--- src/rtl/demux_sipo_pkg.sv ---
// demux_sipo_pkg: shared constants, the select-width derivation and the
// output-buffer state type for the 1:8 demultiplexing deserializer.
// Optional build macro used by this design: DEMUX_SIPO_MSB_FIRST_EN
// (first serial bit lands in the word MSB instead of the LSB).
package demux_sipo_pkg;

  // Default word width; must be a power of two and at least 2.
  localparam int WIDTH_DEF = 8;

  // Width of the select/index counter for a given word width.
  function automatic int selWidth(input int width);
    return $clog2(width);
  endfunction

  localparam int SEL_W_DEF = selWidth(WIDTH_DEF);

  // Output buffer: EMPTY holds nothing to transfer, FULL holds one word.
  typedef enum logic {
    EMPTY = 1'b0,
    FULL  = 1'b1
  } bufState_e;

endpackage : demux_sipo_pkg

--- src/rtl/demux_sipo_ctr.sv ---
// demux_sipo_ctr: modulo-WIDTH index counter with increment, frame restart
// and a wrap flag. Also used as the select counter of the matching
// serializer, so it knows nothing about data.
module demux_sipo_ctr
  import demux_sipo_pkg::*;
#(
  parameter  int WIDTH = WIDTH_DEF,
  localparam int SEL_W = selWidth(WIDTH)
) (
  input  logic             clk,
  input  logic             rst_n,
  input  logic             inc,
  input  logic             sync,
  output logic [SEL_W-1:0] cnt,
  output logic             wrap
);

  localparam logic [SEL_W-1:0] LAST = SEL_W'(WIDTH - 1);
  localparam logic [SEL_W-1:0] ONE  = SEL_W'(1);

  logic [SEL_W-1:0] r_cnt;
  logic [SEL_W-1:0] w_cntNext;
  logic             w_atLast;

  // Next index: a restart wins over everything, and a restart that coincides
  // with an increment already counts that increment as index 0 being used.
  always_comb begin
    w_atLast  = (r_cnt == LAST);
    w_cntNext = r_cnt;
    if (sync) begin
      w_cntNext = inc ? ONE : '0;
    end else if (inc) begin
      w_cntNext = w_atLast ? '0 : r_cnt + ONE;
    end
  end

  // Index register; reset puts the next bit at index 0.
  always_ff @(posedge clk or negedge rst_n) begin
    if (!rst_n) begin
      r_cnt <= '0;
    end else begin
      r_cnt <= w_cntNext;
    end
  end

  // A wrap only counts when the terminal index is actually consumed and the
  // frame is not being restarted on the same edge.
  always_comb begin
    wrap = inc && w_atLast && !sync;
  end

  assign cnt = r_cnt;

endmodule : demux_sipo_ctr

--- src/rtl/demux_sipo.sv ---
// demux_sipo: 1:8 demultiplexing deserializer. Serial bits are steered by
// the index counter into an assembly register; each completed word is handed
// to a single-entry valid/ready output buffer with a sticky overflow flag.
// Build option DEMUX_SIPO_MSB_FIRST_EN: index i fills word bit WIDTH-1-i.
module demux_sipo
  import demux_sipo_pkg::*;
#(
  parameter  int WIDTH = WIDTH_DEF,
  localparam int SEL_W = selWidth(WIDTH)
) (
  input  logic             clk,
  input  logic             rst_n,
  input  logic             in_bit,
  input  logic             in_valid,
  input  logic             sync,
  output logic [SEL_W-1:0] sel,
  output logic [WIDTH-1:0] out_word,
  output logic             out_valid,
  input  logic             out_ready,
  output logic             overflow,
  input  logic             clr_ovf
);

  localparam logic [SEL_W-1:0] LAST = SEL_W'(WIDTH - 1);

`ifdef DEMUX_SIPO_MSB_FIRST_EN
  localparam logic [SEL_W-1:0] POS0 = LAST;
`else
  localparam logic [SEL_W-1:0] POS0 = '0;
`endif

  logic [SEL_W-1:0] w_sel;
  logic             w_complete;
  logic [SEL_W-1:0] w_pos;
  logic [WIDTH-1:0] r_asm;
  logic [WIDTH-1:0] w_asmWritten;
  logic [WIDTH-1:0] w_asmNext;
  bufState_e        r_state;
  bufState_e        w_stateNext;
  logic             w_load;
  logic             w_drop;
  logic [WIDTH-1:0] r_outWord;
  logic             r_ovf;

  demux_sipo_ctr #(
    .WIDTH (WIDTH)
  ) u_ctr (
    .clk   (clk),
    .rst_n (rst_n),
    .inc   (in_valid),
    .sync  (sync),
    .cnt   (w_sel),
    .wrap  (w_complete)
  );

  // Map the steering index to a word bit position (mirrored in MSB-first builds).
  always_comb begin
`ifdef DEMUX_SIPO_MSB_FIRST_EN
    w_pos = LAST - w_sel;
`else
    w_pos = w_sel;
`endif
  end

  // The word as it looks with the current bit written; on completion this is
  // the full word, so the final bit needs no extra cycle.
  always_comb begin
    w_asmWritten        = r_asm;
    w_asmWritten[w_pos] = in_bit;
  end

  // Next assembly contents: restart clears (keeping a coincident bit at
  // index 0), completion clears, otherwise an accepted bit is merged in.
  always_comb begin
    w_asmNext = r_asm;
    if (sync) begin
      w_asmNext = '0;
      if (in_valid) begin
        w_asmNext[POS0] = in_bit;
      end
    end else if (in_valid) begin
      w_asmNext = w_complete ? '0 : w_asmWritten;
    end
  end

  // Assembly register; a partial frame is discarded on reset.
  always_ff @(posedge clk or negedge rst_n) begin
    if (!rst_n) begin
      r_asm <= '0;
    end else begin
      r_asm <= w_asmNext;
    end
  end

  // Output buffer state register.
  always_ff @(posedge clk or negedge rst_n) begin
    if (!rst_n) begin
      r_state <= EMPTY;
    end else begin
      r_state <= w_stateNext;
    end
  end

  // Output buffer next state: a completion always leaves it FULL (either
  // freshly loaded or holding the old word), a bare transfer empties it.
  always_comb begin
    w_stateNext = r_state;
    case (r_state)
      EMPTY: begin
        if (w_complete) begin
          w_stateNext = FULL;
        end
      end
      FULL: begin
        if (out_ready && !w_complete) begin
          w_stateNext = EMPTY;
        end
      end
      default: begin
        w_stateNext = EMPTY;
      end
    endcase
  end

  // Output buffer decodes: valid flag, when to load a new word, when to drop one.
  always_comb begin
    out_valid = (r_state == FULL);
    w_load    = 1'b0;
    w_drop    = 1'b0;
    case (r_state)
      EMPTY: begin
        w_load = w_complete;
      end
      FULL: begin
        w_load = w_complete && out_ready;
        w_drop = w_complete && !out_ready;
      end
      default: begin
        w_load = 1'b0;
        w_drop = 1'b0;
      end
    endcase
  end

  // Output word holds its value unless a new word is accepted into the buffer.
  always_ff @(posedge clk or negedge rst_n) begin
    if (!rst_n) begin
      r_outWord <= '0;
    end else if (w_load) begin
      r_outWord <= w_asmWritten;
    end
  end

  // Sticky overflow: a drop sets it and beats a simultaneous clear.
  always_ff @(posedge clk or negedge rst_n) begin
    if (!rst_n) begin
      r_ovf <= 1'b0;
    end else if (w_drop) begin
      r_ovf <= 1'b1;
    end else if (clr_ovf) begin
      r_ovf <= 1'b0;
    end
  end

  assign sel      = w_sel;
  assign out_word = r_outWord;
  assign overflow = r_ovf;

endmodule : demux_sipo

--- config.mk ---
export PLATFORM = sky130hd
export DESIGN_NAME = demux_sipo
export DESIGN_NICKNAME = d
export VERILOG_FILES = /design/src/rtl/demux_sipo_pkg.sv /design/src/rtl/demux_sipo_ctr.sv /design/src/rtl/demux_sipo.sv
export SDC_FILE = /design/constraint.sdc
export NUM_CORES = 1
export LEC_CHECK = 0
export ABC_AREA = 1
export CELL_PAD_IN_SITES_DETAIL_PLACEMENT = 0
export CELL_PAD_IN_SITES_GLOBAL_PLACEMENT = 1
export CORE_MARGIN = 2
export CORE_UTILIZATION = 47
export CTS_CLUSTER_DIAMETER = 120
export DETAILED_ROUTE_END_ITERATION = 10
export DONT_BUFFER_PORTS = 1
export PLACE_DENSITY = 0.77
export SLEW_MARGIN = 15
export SYNTH_ARGS = -nofsm -noshare
export SYNTH_HDL_FRONTEND = slang
export SYNTH_HIERARCHICAL = 1
export SYNTH_SLANG_ARGS = --single-unit
export TNS_END_PERCENT = 100
--- constraint.sdc ---
create_clock -name clk -period 2.95 [get_ports clk]
set_input_delay 0.59 -clock clk [delete_from_list [all_inputs] [get_ports clk]]
set_output_delay 0.59 -clock clk [all_outputs]
set_load 0.01 [all_outputs]
# Yosys cells after proc, flatten, opt, wreduce, memory -nomap -nowiden

Cells that the tools add are included.
Widths: inputs -> output; s select.

Flip-flop bits (word level): 21
Bits of input ports: 7
Output and inout port bits: 13
Logic and storage cells: 39

Add/subtract/negate cells: 1
$lt $le $gt $ge: 2
Equal/unequal tests: 1
Mux-type cells: 18
Bitwise gates (word level): 1
Reductions and logical operators: 11

Operators with widths:

| cell                | count |
|---|---|
| $mux 8              | 3 |
| $mux 3              | 3 |
| $bwmux 8            | 1 |
| $mux 1              | 8 |
| $logic_and 1x1->1   | 6 |
| $lt 3x4->1 const B  | 1 |
| $pmux 1 s2          | 2 |
| $reduce_bool 2->1   | 2 |
| $add 3x1->3 const B | 1 |
| $demux 1 s3         | 1 |
| $eq 3x3->1 const B  | 1 |
| $ge 3x1->1 const B  | 1 |
| $logic_not 1->1     | 3 |
| $not 1->1           | 1 |

# Depth between registers and ports, before layout

Gate-level depths: netlist of run 1.

Depth after elaboration: 8
Mapped depth: 9
Gate-level depth less buffers: 9

# By module

The synthesis of run 1 kept the hierarchy.

By module, submodules not included:

| module         | instances | cells each | area each (um2) | seq. area each (um2) |
|---|---|---|---|---|
| demux_sipo     | 1         | 97         | 813.3           | 450.4 |
| demux_sipo_ctr | 1         | 20         | 160.2           | 75.1 |

# Least setup slack after synthesis of run 1

No wires, ideal clock.

Kind: reg-to-reg
Start: reg u_ctr.r_cnt[1] (netlist: u_ctr/cnt[1])
End: reg r_asm[1]
Setup time: 134 ps
Arrival time: 1,393 ps
Data required time: 2,816 ps
Slack: 1,423 ps
Stages on the path, launching flop included: 8
Buffers on the path: 0
Clock period less this slack: 1,527 ps
Path through: dfrtp_1 > ha_1 > ha_1 > nand2_1 > nor2_1 > inv_1 > nand3_1 > o22ai_1

Elaborated cells on any way between the ends: 12
Those cells by class: 2 x order compare; 1 x eq/ne; 6 x mux; 3 x reduce/logical

RTL lines:

| item                           | line                 | source |
|---|---|---|
| start: declaration             | demux_sipo_ctr.sv:21 | `logic [SEL_W-1:0] r_cnt;` |
| start signal: assignment       | demux_sipo_ctr.sv:42 | `r_cnt <= w_cntNext;` |
| $eq 3x3->1                     | demux_sipo_ctr.sv:28 | `w_atLast = (r_cnt == LAST);` |
| $logic_and 1x1->1 (2 in a row) | demux_sipo_ctr.sv:49 | `wrap = inc && w_atLast && !sync;` |
| via w_complete                 | demux_sipo.sv:33     | `logic w_complete;` |
| $mux 8                         | demux_sipo.sv:82     | `w_asmNext = w_complete ? '0 : w_asmWritten;` |
| $mux 8                         | demux_sipo.sv:81     | `end else if (in_valid) begin` |
| $mux 8                         | demux_sipo.sv:76     | `if (sync) begin` |
| end signal: assignment         | demux_sipo.sv:91     | `r_asm <= w_asmNext;` |
| end: declaration               | demux_sipo.sv:35     | `logic [WIDTH-1:0] r_asm;` |

The timed path passes the listed nets, and every way through them passes these cells. The select of a mux whose other input is x is not followed.
A chain may end at the register's enable or synchronous reset.

# Worst setup path in the final report of run 1

Start: reg u_ctr.r_cnt[1] (netlist: u_ctr/cnt[1])
End: reg r_asm[5]

Same word-level chain as after synthesis.

==> results of run 1 <==
## path summary, 6_finish.rpt
kind	from	end	slack [ps]	depth (start not counted)
setup / recovery	u_ctr/cnt[1]	r_asm[5]	1110	7
max in group asynchronous	rst_n	out_valid	1520	1
hold reg to reg	r_asm[0]	r_asm[0]	490	2
min in group asynchronous	rst_n	r_asm[4]	860	1
hold / removal	clr_ovf	overflow	400	1
setup reg to reg	u_ctr/cnt[1]	r_asm[5]	1110	7
## layout by cell type, fill, tap and decap left out, drive strengths merged
cell         Yosys  routed
o21ai           15      15
a21boi           1       1
ha               2       2
dfrtp           21      21
nor2             7       7
dlygate4sd3      0       1
inv             18      18
a21oi            1       1
nand2           32      32
nand3           11      11
clkbuf           0       4
o22ai            8       8
## layout make-up
cell class              instances  share of cell area, %
repair buffers                  1                  0.970
clock buffers                   4                   2.55
well taps                      27                   3.27
inverters                      18                   6.55
flip-flops and latches         21                   50.9
multi-input cells              77                   35.8
## power by group
group / leakage, nW / total (mW) / switching [mW] / internal (mW)
logic: 0.215 / 0.0542 / 0.0354 / 0.0188
clock network: 0.0150 / 0.138 / 0.0853 / 0.0527
registers: 0.287 / 0.313 / 0.0158 / 0.298
## state kept, by name (all words and copies together), names as in the netlist
name       count
out_word       8
r_asm          8
u_ctr/cnt      3
out_valid      1
overflow       1
## through the flow
stage | power (mW) | utilization, % | setup WS (ps)
global placement | 0.366 | 50.8 | 1200
floorplan | 0.355 | - | 1420
finish | 0.506 | 52.6 | 1110
detailed placement | 0.368 | 50.8 | 1140
CTS | 0.509 | 52.6 | 1100
global route | 0.534 | 52.6 | 915
## Yosys cell counts, drive strengths merged
cell type   n  area, µm²
a21oi       1       5.00
nand2      32        123
a21boi      1       7.51
buf         1       11.3
o22ai       8       50.1
ha          2       25.0
dfrtp      21        526
inv        18       67.6
nand3      11       55.1
o21ai      15       75.1
nor2        7       28.8
## routing by layer
layer  share of wire, %  track usage [%]  wire [µm]  vias to the layer above
met2                 49             28.6        931                       16
met3                3.1             3.94         59                        4
met5                  0                0          0                        -
met4                1.0             9.72         19                        0
li1                   -                -          -                      388
met1                 47             23.6        879                      365
## critical path, delay by kind of cell, from the launching register on
| kind | cells | cell delay [ps] |
|---|---|---|
| buffers and inverters | 1 | 110 |
| adders and majority gates | 2 | 390 |
| and+or+nand+nor | 3 | 460 |
| AOI/OAI and AO/OA | 1 | 140 |
| DFF | 1 | 600 |
## what timing repair did
| action | 4_1_cts | 5_1_grt |
|---|---|---|
| endpoints found under the hold margin | 21 | 0 |
| buffers inserted | 0 | 0 |
| hold buffers | 1 | 0 |
## kinds of logic after synthesis
group / synth area share, %
compound gates: 14.1
buf+inv: 8.10
fa+ha+maj: 2.57
flops: 54.0
simple gates: 21.2
==> run_results.csv, run 1 <==
group,metric,value,unit
layout,fin_cells,148,
place,portBuffers,0,
timing,hold_viol,0,
global_route,grt-ovfl-total,0,
layout,multi_input_area,369,µm²
global_route,antenna_found_initial,0,
synthesis,ys_ff_latch,21,
cts,cts_resized,0,
timing,rsz0062_at_grt,"no",
synthesis,syn_inst,117,
synthesis,syn-cell-area,973,µm²
route,wl_per_cell,12.8,µm
die,num_rows,16,
global_route,grt_pass1_wl,3370,µm
timing,setup_viol,0,
global_route,grtUsageTotal,18.2,%
timing,tightest_slew,928,ps
setup_path,cp_slowest_cell,"dfrtp_1",
timing,slew_headroom,37.9,%
flow_run,cap_violations,0,
timing,skew,12.2,ps
die,die_width,49.5,µm
route,drtPass1Iterations,4,
cts,clock_sinks,21,
place,placed_cells,143,
cts,clk_path_buf_depth,2,
power_and_ir_drop,power.density,490,nW/µm²
place,dp_hpwl,1350,µm
layout,drive_gt1_share,5.79,%
cts,path_clk_slew,120,ps
layout,num-nets-final,131,
timing,whs,395,ps
setup_path,required,3120,ps
place,globalplace.congestion,0.789,
global_route,grt_pass1_vias,741,
synthesis,yosys_warnings,6,
die,ioPinCount,20,
layout,diodes,0,
setup_path,startpoint_type,"register",
setup_path,criticalPathCategory,"reg -> reg",
cts,h-tree-depth,1,
timing,period_share,62.4,%
cts,cts_tree,"yes",
timing,fin_crit,1840,ps
power_and_ir_drop,p_leak,0.517,nW
synthesis,synth_cell_types,15,
route,drt_iter0_drc,16,
run_status,outcome,"complete, no violations",
die,die_area,2450,µm²
synthesis,syn_nets,126,
setup_path,cp-end-kind,"register",
global_route,grt_max_degree,22,
route,via_per_inst,5.22,
layout,area_growth,6.04,%
layout,final_area,1030,µm²
synthesis,avgSynthCellArea,8.32,µm²
worst_hold_path,hold_class,"in -> reg",
layout,nFillCells,207,
timing,finalSetupTns,0,ps
setup_path,crit_path_frequent_cell,"ha_1",
layout,regArea,526,µm²
route,vias,773,
cts,cts_inserted_buffers,3,
setup_path,critPathMaxStageDelay,600,ps
synthesis,yosysSeqAreaShare,54.0,%
cts,clock_latency,300,ps
route,totalWireLength,1890,µm
timing,max_freq,543,MHz
die,die_h,49.5,µm
place,place_area,996,µm²
cts,cts_root_buf,"clkbuf_4",
die,core-area,1960,µm²
setup_path,critPathArrivalTime,2010,ps
setup_path,cp_max_fo,9,
power_and_ir_drop,ir_drop,239,µV
setup_path,crit_chain,"ha_1 > ha_1 > nand2_1 > nor2_1 > inv_1 > nand3_1 > o22ai_1",
route,drc,0,
die,start_util,49.6,%
route,route.antenna.remaining_nets,0,
timing,slew_violations,0,
Note: power is estimated with default switching activity, not from simulation.
==> inputs of run 2 (changes only) <==
--- a/config.mk
+++ b/config.mk
@@ -9,11 +9,11 @@
 export CELL_PAD_IN_SITES_DETAIL_PLACEMENT = 0
 export CELL_PAD_IN_SITES_GLOBAL_PLACEMENT = 1
 export CORE_MARGIN = 2
-export CORE_UTILIZATION = 47
+export CORE_UTILIZATION = 44
 export CTS_CLUSTER_DIAMETER = 120
 export DETAILED_ROUTE_END_ITERATION = 10
 export DONT_BUFFER_PORTS = 1
-export PLACE_DENSITY = 0.77
+export PLACE_DENSITY = 0.73
 export SLEW_MARGIN = 15
 export SYNTH_ARGS = -nofsm -noshare
 export SYNTH_HDL_FRONTEND = slang
==> constraint.sdc (replaced) <==
create_clock -name clk -period 1.81 [get_ports clk]
set_input_delay 0.362 -clock clk [delete_from_list [all_inputs] [get_ports clk]]
set_output_delay 0.362 -clock clk [all_outputs]
set_load 0.01 [all_outputs]
==> run_results.csv, run 2 (synthesized netlist as in run 1, its figures left out) <==
group,metric,value,unit
die,die_area,2600,µm²
layout,final_area,1060,µm²
global_route,grtUsageTotal,17.9,%
power_and_ir_drop,report.power.total,0.827,mW
setup_path,criticalPathCategory,"reg -> reg",
setup_path,r2r_start,"u_ctr/cnt[0]",
flow_run,cap_violations,0,
place,globalplace.congestion,0.773,
global_route,antenna_found_initial,0,
layout,regArea,526,µm²
setup_path,cp-end-kind,"register",
setup_path,worstReg2RegEnd,"r_asm[5]",
power_and_ir_drop,ir_drop,351,µV
route,drc,0,
timing,fin_crit,1580,ps
setup_path,startpoint,"u_ctr/cnt[0]",
route,vias,774,
setup_path,startpoint_type,"register",
route,drt_iter0_drc,13,
cts,clk_path_buf_depth,2,
die,num_rows,17,
timing,max_freq,634,MHz
setup_path,critPathArrivalTime,1790,ps
cts,h-tree-depth,1,
layout,diodes,0,
timing,tightest_slew,937,ps
timing,skew,11.2,ps
run_status,outcome,"complete, no violations",
cts,cts_root_buf,"clkbuf_4",
place,placed_cells,147,
timing,finalSetupTns,0,ps
die,ioPinCount,20,
place,portBuffers,0,
route,totalWireLength,1910,µm
layout,fin_cells,152,
timing,rsz0062_at_grt,"no",
timing,slew_violations,0,
setup_path,r2r_slack,230,ps
cts,clock_latency,300,ps
die,die_width,51.0,µm
route,wl_per_cell,12.6,µm
global_route,grt-ovfl-total,0,
layout,multi_input_area,369,µm²
setup_path,reg2reg_depth,7,
place,dp_hpwl,1400,µm
layout,area_growth,8.48,%
die,start_util,45.3,%
die,core-area,2150,µm²
timing,setup_viol,0,
layout,nFillCells,218,
timing,period_share,87.1,%
cts,cts_inserted_buffers,3,
cts,clock_sinks,21,
cts,cts_tree,"yes",
global_route,grt_max_degree,22,
timing,whs,167,ps
route,drtPass1Iterations,4,
layout,num-nets-final,134,
setup_path,endpoint,"r_asm[5]",
cts,cts_setup_buffers,0,
timing,slew_headroom,37.3,%
cts,path_clk_slew,120,ps
power_and_ir_drop,p_leak,0.532,nW
layout,drive_gt1_share,8.06,%
global_route,grt_pass1_vias,772,
power_and_ir_drop,power.density,784,nW/µm²
setup_path,cp_max_fo,7,
timing,hold_viol,0,
setup_path,required,2020,ps
layout,most-common-layout-cells,"nand2_1 (31), dfrtp_1 (21), inv_1 (16)",
layout,final_common_cell,"nand2_1",
worst_hold_path,hold_class,"in -> reg",
die,die_h,51.0,µm
route,via_per_inst,5.09,
global_route,grt_pass1_wl,3390,µm
route,route.antenna.remaining_nets,0,
place,place_area,1020,µm²
-- run 2: critical path: stages (launching register included) --
cell and delay [ps]:
dfrtp_1 410, ha_1 200, ha_1 200, nand2_1 60, nor2_1 50, inv_1 110, nand3_1 250, o22ai_1 210
-- run 2: power breakdown --
part	switching, mW	internal [mW]
registers	0.00939	0.485
clock network	0.136	0.0858
logic	0.0734	0.0379
total	0.218	0.609
-- run 2: area by class of cell --
cell class                 count  area share (%)
inverter                      18            6.40
clock buffer                   4            2.49
timing repair buffer           4            3.08
sequential                    21            49.8
tap                           28            3.32
multi-input combinational     77            35.0
-- run 2: worst min-delay path by stage --
| stage | start | to | slack [ps] | cells after the start |
|---|---|---|---|---|
| 6_report | clr_ovf | overflow | 170 | 1 |
| 5_1_grt | clr_ovf | overflow | 150 | 1 |
| 4_1_cts | clr_ovf | overflow | 150 | 1 |
| 3_5_place_dp | rst_n | out_word[4] | 70 | 0 |
| 3_3_place_gp | rst_n | out_word[4] | 70 | 0 |
| 2_1_floorplan | rst_n | out_valid | 70 | 0 |
-- run 2: stage by stage --
| step | util [%] | setup slack, ps |
|---|---|---|
| final | 49.2 | 233 |
| after global routing | 49.2 | 83.8 |
| after CTS | 49.2 | 223 |
| after detailed placement | 47.5 | 258 |
| after global placement | 47.5 | 309 |
| after floorplan | - | 283 |
-- run 2: timing repair --
item | in CTS | in global routing
resized for setup | 0 | 0
endpoints found under the hold margin | 21 | 0
hold buffers | 1 | 0
-- run 2: routing by layer --
metal	share of wire [%]	vias to the layer above	GRT usage [%]
li1	-	396	-
met1	46	361	22.3
met2	49	13	29.2
met3	3.3	4	3.22
met4	1.6	0	9.46
met5	0	-	0
